--- src/rtl/instr_fetch_queue.sv ---
// ============================================================================
//  Module   : instr_fetch_queue
//  Purpose  : Instruction prefetch stage. Fetches two bytes per instruction
//             from byte-wide instruction memory, assembles little-endian
//             16-bit words and queues them for the IR/control path over a
//             valid/ready handshake. Supports jump redirect and halt.
//  Options  : define FETCH_PERF_EN to add the perf_flushes counter output.
//  Revision : 1.0  initial release
// ============================================================================
`default_nettype none

module instr_fetch_queue #(
  parameter int          DEPTH    = 4,
  parameter logic [15:0] RESET_PC = 16'h0000
) (
  input  logic                         clk,
  input  logic                         reset,
  output logic                         mem_req,
  output logic [15:0]                  mem_addr,
  input  logic                         mem_ack,
  input  logic [7:0]                   mem_rdata,
  output logic                         instr_valid,
  output logic [15:0]                  instr,
  output logic [15:0]                  instr_pc,
  input  logic                         instr_ready,
  input  logic                         redirect,
  input  logic [15:0]                  redirect_addr,
  input  logic                         halt,
  output logic [$clog2(DEPTH+1)-1:0]   count
`ifdef FETCH_PERF_EN
  ,
  output logic [15:0]                  perf_flushes
`endif
);

  localparam int c_cnt_w = $clog2(DEPTH + 1);
  localparam int c_ptr_w = $clog2(DEPTH);
  localparam logic [c_cnt_w-1:0] c_depth   = c_cnt_w'(DEPTH);
  localparam logic [c_ptr_w-1:0] c_ptr_one = c_ptr_w'(1);

  typedef enum logic [1:0] {
    ST_IDLE     = 2'd0,
    ST_FETCH_LO = 2'd1,
    ST_FETCH_HI = 2'd2
  } state_t;

  state_t               r_state;
  state_t               w_state_nxt;
  logic [15:0]          r_fpc;
  logic [7:0]           r_lo;
  logic [c_cnt_w-1:0]   r_count;
  logic [c_cnt_w-1:0]   w_count_nxt;
  logic [c_ptr_w-1:0]   r_wptr;
  logic [c_ptr_w-1:0]   r_rptr;
  logic [15:0]          r_fifo_instr [DEPTH];
  logic [15:0]          r_fifo_pc    [DEPTH];
  logic [15:0]          r_last_instr;
  logic [15:0]          r_last_pc;
  logic                 w_push;
  logic                 w_pop;

  // A redirect discards anything completing or leaving in its cycle.
  assign w_push      = (r_state == ST_FETCH_HI) && mem_ack && !redirect;
  assign w_pop       = (r_count != '0) && instr_ready && !redirect;
  assign w_count_nxt = r_count + c_cnt_w'(w_push) - c_cnt_w'(w_pop);

  // Next-state decode; the refill decision after a push uses post-update occupancy.
  always_comb begin
    w_state_nxt = r_state;
    case (r_state)
      ST_IDLE: begin
        if (!halt && (r_count < c_depth)) w_state_nxt = ST_FETCH_LO;
      end
      ST_FETCH_LO: begin
        if (mem_ack) w_state_nxt = ST_FETCH_HI;
      end
      ST_FETCH_HI: begin
        if (mem_ack) begin
          w_state_nxt = (!halt && (w_count_nxt < c_depth)) ? ST_FETCH_LO : ST_IDLE;
        end
      end
      default: w_state_nxt = ST_IDLE;
    endcase
    if (redirect) w_state_nxt = ST_IDLE;
  end

  // State register.
  always_ff @(posedge clk or negedge reset) begin
    if (!reset) r_state <= ST_IDLE;
    else        r_state <= w_state_nxt;
  end

  // Fetch PC and low-byte holding register.
  always_ff @(posedge clk or negedge reset) begin
    if (!reset) begin
      r_fpc <= RESET_PC;
      r_lo  <= 8'h00;
    end else if (redirect) begin
      r_fpc <= redirect_addr;
    end else begin
      if ((r_state == ST_FETCH_LO) && mem_ack) r_lo <= mem_rdata;
      if (w_push) r_fpc <= r_fpc + 16'd2;
    end
  end

  // Queue storage, pointers and occupancy; a redirect empties the queue.
  always_ff @(posedge clk or negedge reset) begin
    if (!reset) begin
      r_count <= '0;
      r_wptr  <= '0;
      r_rptr  <= '0;
      for (int i = 0; i < DEPTH; i++) begin
        r_fifo_instr[i] <= 16'h0000;
        r_fifo_pc[i]    <= 16'h0000;
      end
    end else if (redirect) begin
      r_count <= '0;
      r_wptr  <= '0;
      r_rptr  <= '0;
    end else begin
      r_count <= w_count_nxt;
      if (w_push) begin
        r_fifo_instr[r_wptr] <= {mem_rdata, r_lo};
        r_fifo_pc[r_wptr]    <= r_fpc;
        r_wptr               <= r_wptr + c_ptr_one;
      end
      if (w_pop) r_rptr <= r_rptr + c_ptr_one;
    end
  end

  // Shadow of the head entry so the outputs hold their last head value while empty.
  always_ff @(posedge clk or negedge reset) begin
    if (!reset) begin
      r_last_instr <= 16'h0000;
      r_last_pc    <= 16'h0000;
    end else if (r_count != '0) begin
      r_last_instr <= r_fifo_instr[r_rptr];
      r_last_pc    <= r_fifo_pc[r_rptr];
    end
  end

  assign mem_req     = (r_state != ST_IDLE);
  assign mem_addr    = (r_state == ST_FETCH_HI) ? (r_fpc + 16'd1) : r_fpc;
  assign instr_valid = (r_count != '0);
  assign instr       = instr_valid ? r_fifo_instr[r_rptr] : r_last_instr;
  assign instr_pc    = instr_valid ? r_fifo_pc[r_rptr]    : r_last_pc;
  assign count       = r_count;

`ifdef FETCH_PERF_EN
  logic [15:0] r_perf_flushes;

  // Count redirects that threw away queued or in-flight work; saturating.
  always_ff @(posedge clk or negedge reset) begin
    if (!reset) begin
      r_perf_flushes <= 16'h0000;
    end else if (redirect && ((r_count != '0) || (r_state != ST_IDLE)) &&
                 (r_perf_flushes != 16'hFFFF)) begin
      r_perf_flushes <= r_perf_flushes + 16'd1;
    end
  end

  assign perf_flushes = r_perf_flushes;
`endif

endmodule

`default_nettype wire

--- config.mk ---
export PLATFORM = sky130hd
export DESIGN_NAME = instr_fetch_queue
export DESIGN_NICKNAME = d
export VERILOG_FILES = /design/src/rtl/instr_fetch_queue.sv
export SDC_FILE = /design/constraint.sdc
export NUM_CORES = 1
export LEC_CHECK = 0
export ABC_AREA = 1
export BUFFER_PORTS_ARGS = -buffer_cell sky130_fd_sc_hd__buf_2
export CORE_MARGIN = 2
export CORE_UTILIZATION = 30
export DETAILED_ROUTE_END_ITERATION = 8
export SYNTH_ARGS = -nofsm -noshare
export SYNTH_HDL_FRONTEND = slang
export SYNTH_SLANG_ARGS = --single-unit
--- constraint.sdc ---
create_clock -name clk -period 5.9 [get_ports clk]
set_input_delay 0.885 -clock clk [delete_from_list [all_inputs] [get_ports clk]]
set_output_delay 0.885 -clock clk [all_outputs]
set_load 0.005 [all_outputs]
==> results of run 1 <==
-- flip-flops by register name, summed over array words and instances (netlist names) --
| signal | flops |
|---|---|
| r_fifo_instr | 64 |
| r_last_pc | 16 |
| r_rptr | 2 |
| r_wptr | 2 |
| r_last_instr | 16 |
| r_fpc | 16 |
| r_fifo_pc | 64 |
| r_lo | 8 |
| r_state | 2 |
| count | 3 |
-- where the power goes --
group,internal [mW],switching (mW),total (mW)
Clock,0.648,0.534,1.18
Combinational,0.507,0.891,1.40
Sequential,1.59,0.130,1.72
Total,2.75,1.55,4.30
-- cells in the mapped netlist --
| cell | number | area, sq um |
|---|---|---|
| nand2_1 | 216 | 811 |
| dfrtp_1 | 193 | 4830 |
| nor2_1 | 186 | 698 |
| o21ai_0 | 104 | 521 |
| o21ai_1 | 91 | 455 |
| inv_1 | 50 | 188 |
| a31oi_1 | 34 | 213 |
| nand3_1 | 23 | 115 |
| o21ai_2 | 21 | 184 |
| buf_6 | 20 | 225 |
| clkbuf_1 | 17 | 63.8 |
| buf_2 | 13 | 65.1 |
| xor2_1 | 13 | 114 |
| nand4_1 | 9 | 56.3 |
| ha_1 | 8 | 100 |
| buf_1 | 5 | 18.8 |
| o211ai_1 | 5 | 37.5 |
| buf_4 | 4 | 30.0 |
| inv_2 | 4 | 15.0 |
| a21oi_1 | 3 | 15.0 |
| nand2_4 | 3 | 33.8 |
| o21bai_1 | 2 | 15.0 |
| fa_1 | 1 | 20.0 |
| inv_8 | 1 | 11.3 |
| nand2_8 | 1 | 20.0 |
| nand3_4 | 1 | 17.5 |
| nor2_2 | 1 | 6.26 |
| nor2_8 | 1 | 20.0 |
| nor3_1 | 1 | 5.00 |
| o22ai_1 | 1 | 6.26 |
| xnor2_1 | 1 | 8.76 |
-- path summary, 6_finish.rpt --
check                                           end                      from  cells after the start
hold / removal             r_fifo_pc[6]$_DFFE_PN0P_  r_fifo_pc[6]$_DFFE_PN0P_                      2
min in group asynchronous     r_fpc[14]$_DFFE_PN0N_                     reset                      1
setup / recovery                           instr[7]        count[1]$_DFF_PN0_                      6
max in group asynchronous       r_lo[1]$_DFFE_PN0P_                     reset                      2
setup reg to reg             r_state[0]$_DFFE_PN0P_        count[1]$_DFF_PN0_                     16
hold reg to reg            r_fifo_pc[6]$_DFFE_PN0P_  r_fifo_pc[6]$_DFFE_PN0P_                      2
-- cells by family (layout without fill, tap and decap cells) --
family / count (synthesis) / after routing / share of synthesized area
AO/OA/AOI/OAI: 261 / 261 / 0.162
XOR/XNOR: 14 / 14 / 0.0137
adder cells (fa/ha/maj): 9 / 9 / 0.0135
buffers and inverters: 114 / 175 / 0.0692
flip-flops: 193 / 193 / 0.542
AND/OR/NAND/NOR: 442 / 442 / 0.200
-- tightest hold or removal path, stage by stage (launching register included) --
cell,delay (ns)
dfrtp_1,0.34
nand2_1,0.06
o21ai_2,0.04
-- stage by stage --
step | instance area [sq um] | power (mW) | worst slack, ns
after floorplan | 8920 | 2.60 | 3.04
after global placement | 9470 | 3.16 | 2.84
after detailed placement | 9470 | 3.19 | 2.76
after CTS | 10100 | 4.38 | 2.44
after global routing | 10100 | 4.64 | 2.26
final | 10100 | 4.30 | 2.52
-- routing by layer --
| layer | vias to the layer above | GRT usage |
|---|---|---|
| met5 | - | 0 |
| met4 | 0 | 0.0262 |
| met3 | 12 | 0.0342 |
| met2 | 158 | 0.235 |
| met1 | 3388 | 0.217 |
| li1 | 3482 | - |
-- final cells by class --
type / instances / area share
repair buffers: 88 / 0.0461
multi-input cells: 726 / 0.345
flip-flops and latches: 193 / 0.480
inverters: 55 / 0.0213
clock inverters: 12 / 0.0148
well taps: 390 / 0.0485
clock buffers: 20 / 0.0444
==> flow_summary.ini, run 1 <==
[layout]
mostFrequentLayoutCell = nand2_1
utilization = 0.341
ff_latch_area_sq_mm = 0.00483
drive_gt1_frac = 0.140
fill_cells = 3122
final_cells = 1484
final_cell_mix = 215 x nand2_1, 192 x dfrtp_1, 186 x nor2_1
multi_input_area_sq_mm = 0.00347
antennaDiodeCount = 0
syn_to_final_growth_pct = 12.9
fin_nets = 1120

[job]
drv_cap = 0

[critical_path]
path_class = flop to output pin
end_kind = output pin
startpoint_type = flop
crit_buf_inv = 2
cpMostUsedCell = nor2_1
required_ns = 5.02
reg2reg_slack_ns = 3.12
crit_chain = nor2_1 -> nand2_2 -> buf_4 -> nor2_1 -> a31oi_1 -> buf_2
crit_path_top_delay_cell = buf_4
path_delay_family = buffers and inverters
cp_max_fo = 41
cp_data_arrival_time_ns = 2.50
cp_slowest_stage_delay_ns = 0.51

[logic_synthesis]
syn-instance-count = 1033
synth_seq_cells = 193
avgSynthCellArea_sq_um = 8.63
yosysSeqAreaShare = 0.542
syn_nets = 1072
ys_warn_count = 0
netlist_area_sq_mm = 0.00892
yosysUniqueCellTypes = 31

[floorplanning]
start_util = 0.303
die_w_microns = 176
rows = 63
ios = 83
die_area_sq_mm = 0.0311
core-area_sq_mm = 0.0295
die_y_microns = 176

[outcome]
status = finished clean

[clocking]
cts_resized = 0
clk_pin_slew_ns = 0.07
cts_tree = yes
post-cts-setup-buffers = 0
clock-root-buffer = clkbuf_16
clock-sinks = 193
worstSkewPairLatency_ns = 0.43
clockBufferDepth = 2
cts_inserted_buffers = 17
cts_max_level = 4
cts_hold_buf = 0

[sta]
rsz0062_at_grt = no
final-max-slew-violation-count = 0
clock_skew_ns = 0.0103
relSlewSlack = 0.259
fin_crit_ns = 3.38
hold_slack_ns = 0.478
post-route-period-util = 0.573
hold_viol = 0
setup_viol = 0
setup-tns-final_ns = 0
fmax_mhz = 296
worstMarginPinSlew_ns = 1.11

[worst_hold_path]
hold_path_class = flop to flop

[placed_design]
dpl.cell_count = 1452
numPortBuffers = 82
post-dp-hpwl_microns = 13900
place_congestion = 0.885

[grt]
track_usage = 0.151
first_global_vias = 6851
antenna_found_initial = 0
grt_start_max_net_pins = 92
grt_pass1_wl_microns = 37100
gr-total-overflow = 0

[routing]
ant_nets = 0
topRoutingLayerUsed = met4
remaining_drc_errors = 0
vias_per_cell = 4.74
totalWireLength_microns = 22500
drtIter0Drc = 549
wl_met1_microns = 11300
via_count = 7040
wl_met3_microns = 1030
route.met2.wl_microns = 10100
drtPass1Iterations = 5
wire_per_inst_microns = 15.2

[pwr]
power_density_mw_per_mm2 = 427
p_leak_nw = 4.61
ir_drop_mv = 0.202
No activity file was read; power rests on OpenSTA's default activity.
==> inputs of run 2 (changes only) <==
==> constraint.sdc (replaced) <==
create_clock -name clk -period 2.7 [get_ports clk]
set_input_delay 0.405 -clock clk [delete_from_list [all_inputs] [get_ports clk]]
set_output_delay 0.405 -clock clk [all_outputs]
set_load 0.005 [all_outputs]
==> flow_summary.ini, run 2 (synthesis results as in run 1) <==
[floorplanning]
die_w_microns = 176
die_area_sq_mm = 0.0311
rows = 63
die_y_microns = 176
core-area_sq_mm = 0.0295
ios = 83
start_util = 0.303

[routing]
drtPass1Iterations = 5
wire_per_inst_microns = 15.2
totalWireLength_microns = 22800
vias_per_cell = 4.75
ant_nets = 0
remaining_drc_errors = 0
via_count = 7117
drtIter0Drc = 633

[critical_path]
path_class = flop to output pin
cp_slowest_stage_delay_ns = 0.62
crit_path_top_delay_cell = dfrtp_2
cp_max_fo = 19
required_ns = 2.30
crit_chain = buf_4 -> nor2_1 -> nor2_1 -> o21ai_0 -> a31oi_1 -> buf_2
path_delay_family = flip-flops
startpoint_type = flop
cpMostUsedCell = nor2_1
crit_buf_inv = 2
end_kind = output pin
cp_data_arrival_time_ns = 2.11

[pwr]
intPower_mw = 5.98
comb_power_share = 0.329
p_leak_nw = 4.71
p_sw_mw = 3.50
pwr-share-seq = 0.400
swShare = 0.369
power_density_mw_per_mm2 = 925
clock_power_share = 0.271
ir_drop_mv = 0.456

[grt]
first_global_vias = 6866
track_usage = 0.153
grt_start_max_net_pins = 69
gr-total-overflow = 0
antenna_found_initial = 0
grt_pass1_wl_microns = 37300

[sta]
fmax_mhz = 398
hold_slack_ns = 0.177
setup_ws_ns = 0.186
setup-tns-final_ns = 0
final-max-slew-violation-count = 0
setup_viol = 0
clock_skew_ns = 0.0124
rsz0062_at_grt = no
fin_crit_ns = 2.51
post-route-period-util = 0.931
worstMarginPinSlew_ns = 0.761
hold_viol = 0
relSlewSlack = 0.492

[layout]
final_cell_mix = 215 x nand2_1, 191 x dfrtp_1, 184 x nor2_1
top_regs = r_fifo_instr (64), r_fifo_pc (64)
fin_nets = 1134
antennaDiodeCount = 0
final_cells = 1498
mostFrequentLayoutCell = nand2_1
syn_to_final_growth_pct = 15.0
drive_gt1_frac = 0.154
utilization = 0.348

[placed_design]
numPortBuffers = 82
place_congestion = 0.878
post-dp-hpwl_microns = 14600
detailedPlace.worstSlack_ns = 0.326
dpl.cell_count = 1465

[clocking]
clock-root-buffer = clkbuf_16
clock-sinks = 193
clockBufferDepth = 2
cts_inserted_buffers = 17
cts_max_level = 4
post-cts-setup-buffers = 0
cts_tree = yes
worstSkewPairLatency_ns = 0.44
clk_pin_slew_ns = 0.07

[worst_hold_path]
hold_path_class = input pin to flop

[outcome]
status = finished clean

[job]
drv_cap = 0
run 2: per-layer routing:
metal	routed length [microns]	up-vias	share of wire	GRT usage
met5	0	-	0	0
met2	10200	180	0.45	0.236
li1	-	3512	-	-
met1	11300	3407	0.50	0.217
met3	1050	18	0.046	0.0321
met4	219	0	0.0096	0.0386
run 2: repair_timing:
item                                    4_1_cts  5_1_grt
endpoints found under the hold margin        17        0
gates resized for setup                       1        8
hold buffers                                  1        0
endpoints found under the setup margin        1       34
run 2: stage by stage:
stage,area [sq um],total power [mW]
final,10300,9.48
after global routing,10300,10.2
after CTS,10200,9.61
after detailed placement,9630,7.02
after global placement,9630,6.96
after floorplan,8920,5.69
run 2: final timing paths:
check                                    startpoint                         to  slack (ns)  depth (start not counted)
max                           r_rptr[0]$_DFFE_PN0P_                instr_pc[6]        0.19                          6
min                                redirect_addr[0]       r_fpc[0]$_DFFE_PN0P_        0.18                          3
max reg2reg                  r_state[0]$_DFFE_PN0P_     r_state[0]$_DFFE_PN0P_        0.32                         14
min reg2reg                r_fifo_pc[4]$_DFFE_PN0P_   r_fifo_pc[4]$_DFFE_PN0P_        0.48                          2
max in group asynchronous                     reset  r_fifo_pc[27]$_DFFE_PN0P_        1.41                          3
min in group asynchronous                     reset      r_fpc[10]$_DFFE_PN0N_        0.52                          2
run 2: worst register-to-register path: cells and delay by family, from the launching register on:
kind          cells  cell delay [ns]
fa+ha+maj         3             0.86
simple gates      8             0.67
flops             1             0.48
buf+inv           2             0.11
xor+xnor          1             0.16
run 2: power groups by stage:
stage | Sequential, mW | Combinational, mW | Clock [mW]
finish | 3.79 | 3.12 | 2.57
global route | 3.87 | 3.58 | 2.75
CTS | 3.80 | 3.19 | 2.62
detailed placement | 3.85 | 3.18 | 0
global placement | 3.83 | 3.13 | 0
floorplan | 3.74 | 1.95 | 0
run 2: area by class of cell:
class,count,area (sq um)
clock buffers,17,425
inverters,55,214
clock inverters,15,166
flip-flops and latches,193,4830
repair buffers,102,642
fillers,3142,19200
multi-input cells,726,3480
well taps,390,488
==> inputs of run 3 (changes only) <==
--- a/config.mk
+++ b/config.mk
@@ -9,7 +9,9 @@
 export BUFFER_PORTS_ARGS = -buffer_cell sky130_fd_sc_hd__buf_2
 export CORE_MARGIN = 2
 export CORE_UTILIZATION = 30
+export CTS_CLUSTER_DIAMETER = 150
 export DETAILED_ROUTE_END_ITERATION = 8
+export PLACE_DENSITY_LB_ADDON = 0.25
 export SYNTH_ARGS = -nofsm -noshare
 export SYNTH_HDL_FRONTEND = slang
 export SYNTH_SLANG_ARGS = --single-unit
==> flow_summary.ini, run 3 (synthesis results as in run 1) <==
[outcome]
status = finished clean

[placed_design]
dpl.cell_count = 1460
post-dp-hpwl_microns = 14500
detailedPlace.worstSlack_ns = 0.320
numPortBuffers = 82
place_congestion = 0.849

[sta]
relSlewSlack = 0.491
fin_crit_ns = 2.54
rsz0062_at_grt = no
final-max-slew-violation-count = 0
clock_skew_ns = 0.0109
hold_viol = 0
setup_viol = 0
post-route-period-util = 0.940
setup_ws_ns = 0.163
fmax_mhz = 394
setup-tns-final_ns = 0
worstMarginPinSlew_ns = 0.762

[pwr]
p_leak_nw = 4.68
ir_drop_mv = 0.465
swShare = 0.365
clock_power_share = 0.267
comb_power_share = 0.333
intPower_mw = 5.96
pwr-share-seq = 0.400
p_sw_mw = 3.43
power_density_mw_per_mm2 = 921

[floorplanning]
die_area_sq_mm = 0.0311
start_util = 0.303
die_w_microns = 176
rows = 63
die_y_microns = 176
ios = 83
core-area_sq_mm = 0.0295

[clocking]
worstSkewPairLatency_ns = 0.44
clock-sinks = 193
cts_tree = yes
clock-root-buffer = clkbuf_16
clk_pin_slew_ns = 0.07
post-cts-setup-buffers = 0
cts_inserted_buffers = 17
cts_max_level = 4
clockBufferDepth = 2

[critical_path]
crit_path_top_delay_cell = buf_4
startpoint_type = flop
cp_slowest_stage_delay_ns = 0.46
path_delay_family = buffers and inverters
crit_buf_inv = 2
cp_max_fo = 43
path_class = flop to output pin
end_kind = output pin
required_ns = 2.30
cp_data_arrival_time_ns = 2.13
crit_chain = buf_4 -> nor2_1 -> nor2_1 -> o21ai_0 -> a31oi_1 -> buf_2
cpMostUsedCell = nor2_1

[layout]
mostFrequentLayoutCell = nand2_1
antennaDiodeCount = 0
utilization = 0.346
final_cell_mix = 215 x nand2_1, 192 x dfrtp_1, 185 x nor2_1
final_cells = 1493
fin_nets = 1129
fill_cells = 3159
top_regs = r_fifo_instr (64), r_fifo_pc (64)
syn_to_final_growth_pct = 14.2
drive_gt1_frac = 0.148

[grt]
antenna_found_initial = 0
gr-total-overflow = 0
grt_start_max_net_pins = 67
first_global_vias = 7133
track_usage = 0.157
grt_pass1_wl_microns = 38600

[routing]
via_count = 7006
drtPass1Iterations = 5
vias_per_cell = 4.69
totalWireLength_microns = 23300
ant_nets = 0
drtIter0Drc = 416
remaining_drc_errors = 0
wire_per_inst_microns = 15.6

[job]
drv_cap = 0

[worst_hold_path]
hold_path_class = input pin to flop
==> run 3: stage by stage <==
stage	cell area, sq um	hold WS (ns)	power, mW
after floorplan	8920	0.109	5.69
after global placement	9590	0.449	6.98
after detailed placement	9590	0.447	7.01
after CTS	10200	0.173	9.54
after global routing	10200	0.186	10.2
final	10200	0.191	9.39
==> run 3: power groups by stage <==
stage | Clock [mW] | Combinational, mW | Sequential [mW]
3_5_place_dp | 0 | 3.20 | 3.82
4_1_cts | 2.56 | 3.21 | 3.76
2_1_floorplan | 0 | 1.95 | 3.74
5_1_grt | 2.69 | 3.63 | 3.83
3_3_place_gp | 0 | 3.17 | 3.80
6_report | 2.50 | 3.12 | 3.76
==> run 3: path summary, 6_finish.rpt <==
path	to	slack, ns	startpoint	depth (start not counted)
min in group asynchronous	r_fifo_instr[43]$_DFFE_PN0P_	0.53	reset	2
min	r_fpc[15]$_DFFE_PN0N_	0.19	redirect_addr[15]	3
max reg2reg	r_state[0]$_DFFE_PN0P_	0.33	r_state[0]$_DFFE_PN0P_	14
min reg2reg	r_fifo_pc[2]$_DFFE_PN0P_	0.48	r_fifo_pc[2]$_DFFE_PN0P_	2
max in group asynchronous	r_fifo_instr[53]$_DFFE_PN0P_	1.33	reset	3
max	instr_pc[15]	0.16	r_rptr[0]$_DFFE_PN0P_	6
==> run 3: cell type report <==
class	count	area (sq um)	area share
clock inverter	13	126	0.0124
sequential	193	4830	0.474
tap	390	488	0.0479
clock buffer	19	443	0.0435
inverter	55	214	0.0210
timing repair buffer	97	604	0.0593
multi-input combinational	726	3480	0.342
==> run 3: routing by layer <==
metal,track usage,routed length [microns],up-vias,share of wire
met3,0.0297,962,13,0.041
met5,0,0,-,0
met2,0.257,10600,139,0.46
met1,0.215,11500,3351,0.49
met4,0.0382,226,0,0.0097
li1,-,-,3503,-
==> run 3: worst reg2reg max path, cell delays in order (launching register included) <==
cell,delay (ns)
dfrtp_1,0.47
nor2_8,0.21
nand3_4,0.15
ha_1,0.32
inv_1,0.05
ha_1,0.13
inv_1,0.04
fa_1,0.41
xor2_1,0.16
nand2_1,0.06
nand2_1,0.06
nand2_1,0.06
nand2_1,0.04
nand2_1,0.05
nand2_1,0.05
==> run 3: timing repair <==
item / in CTS / in global routing
gates resized for setup: 1 / 4
endpoints found under the setup margin: 1 / 3
hold buffers: 1 / 0
endpoints found under the hold margin: 43 / 0
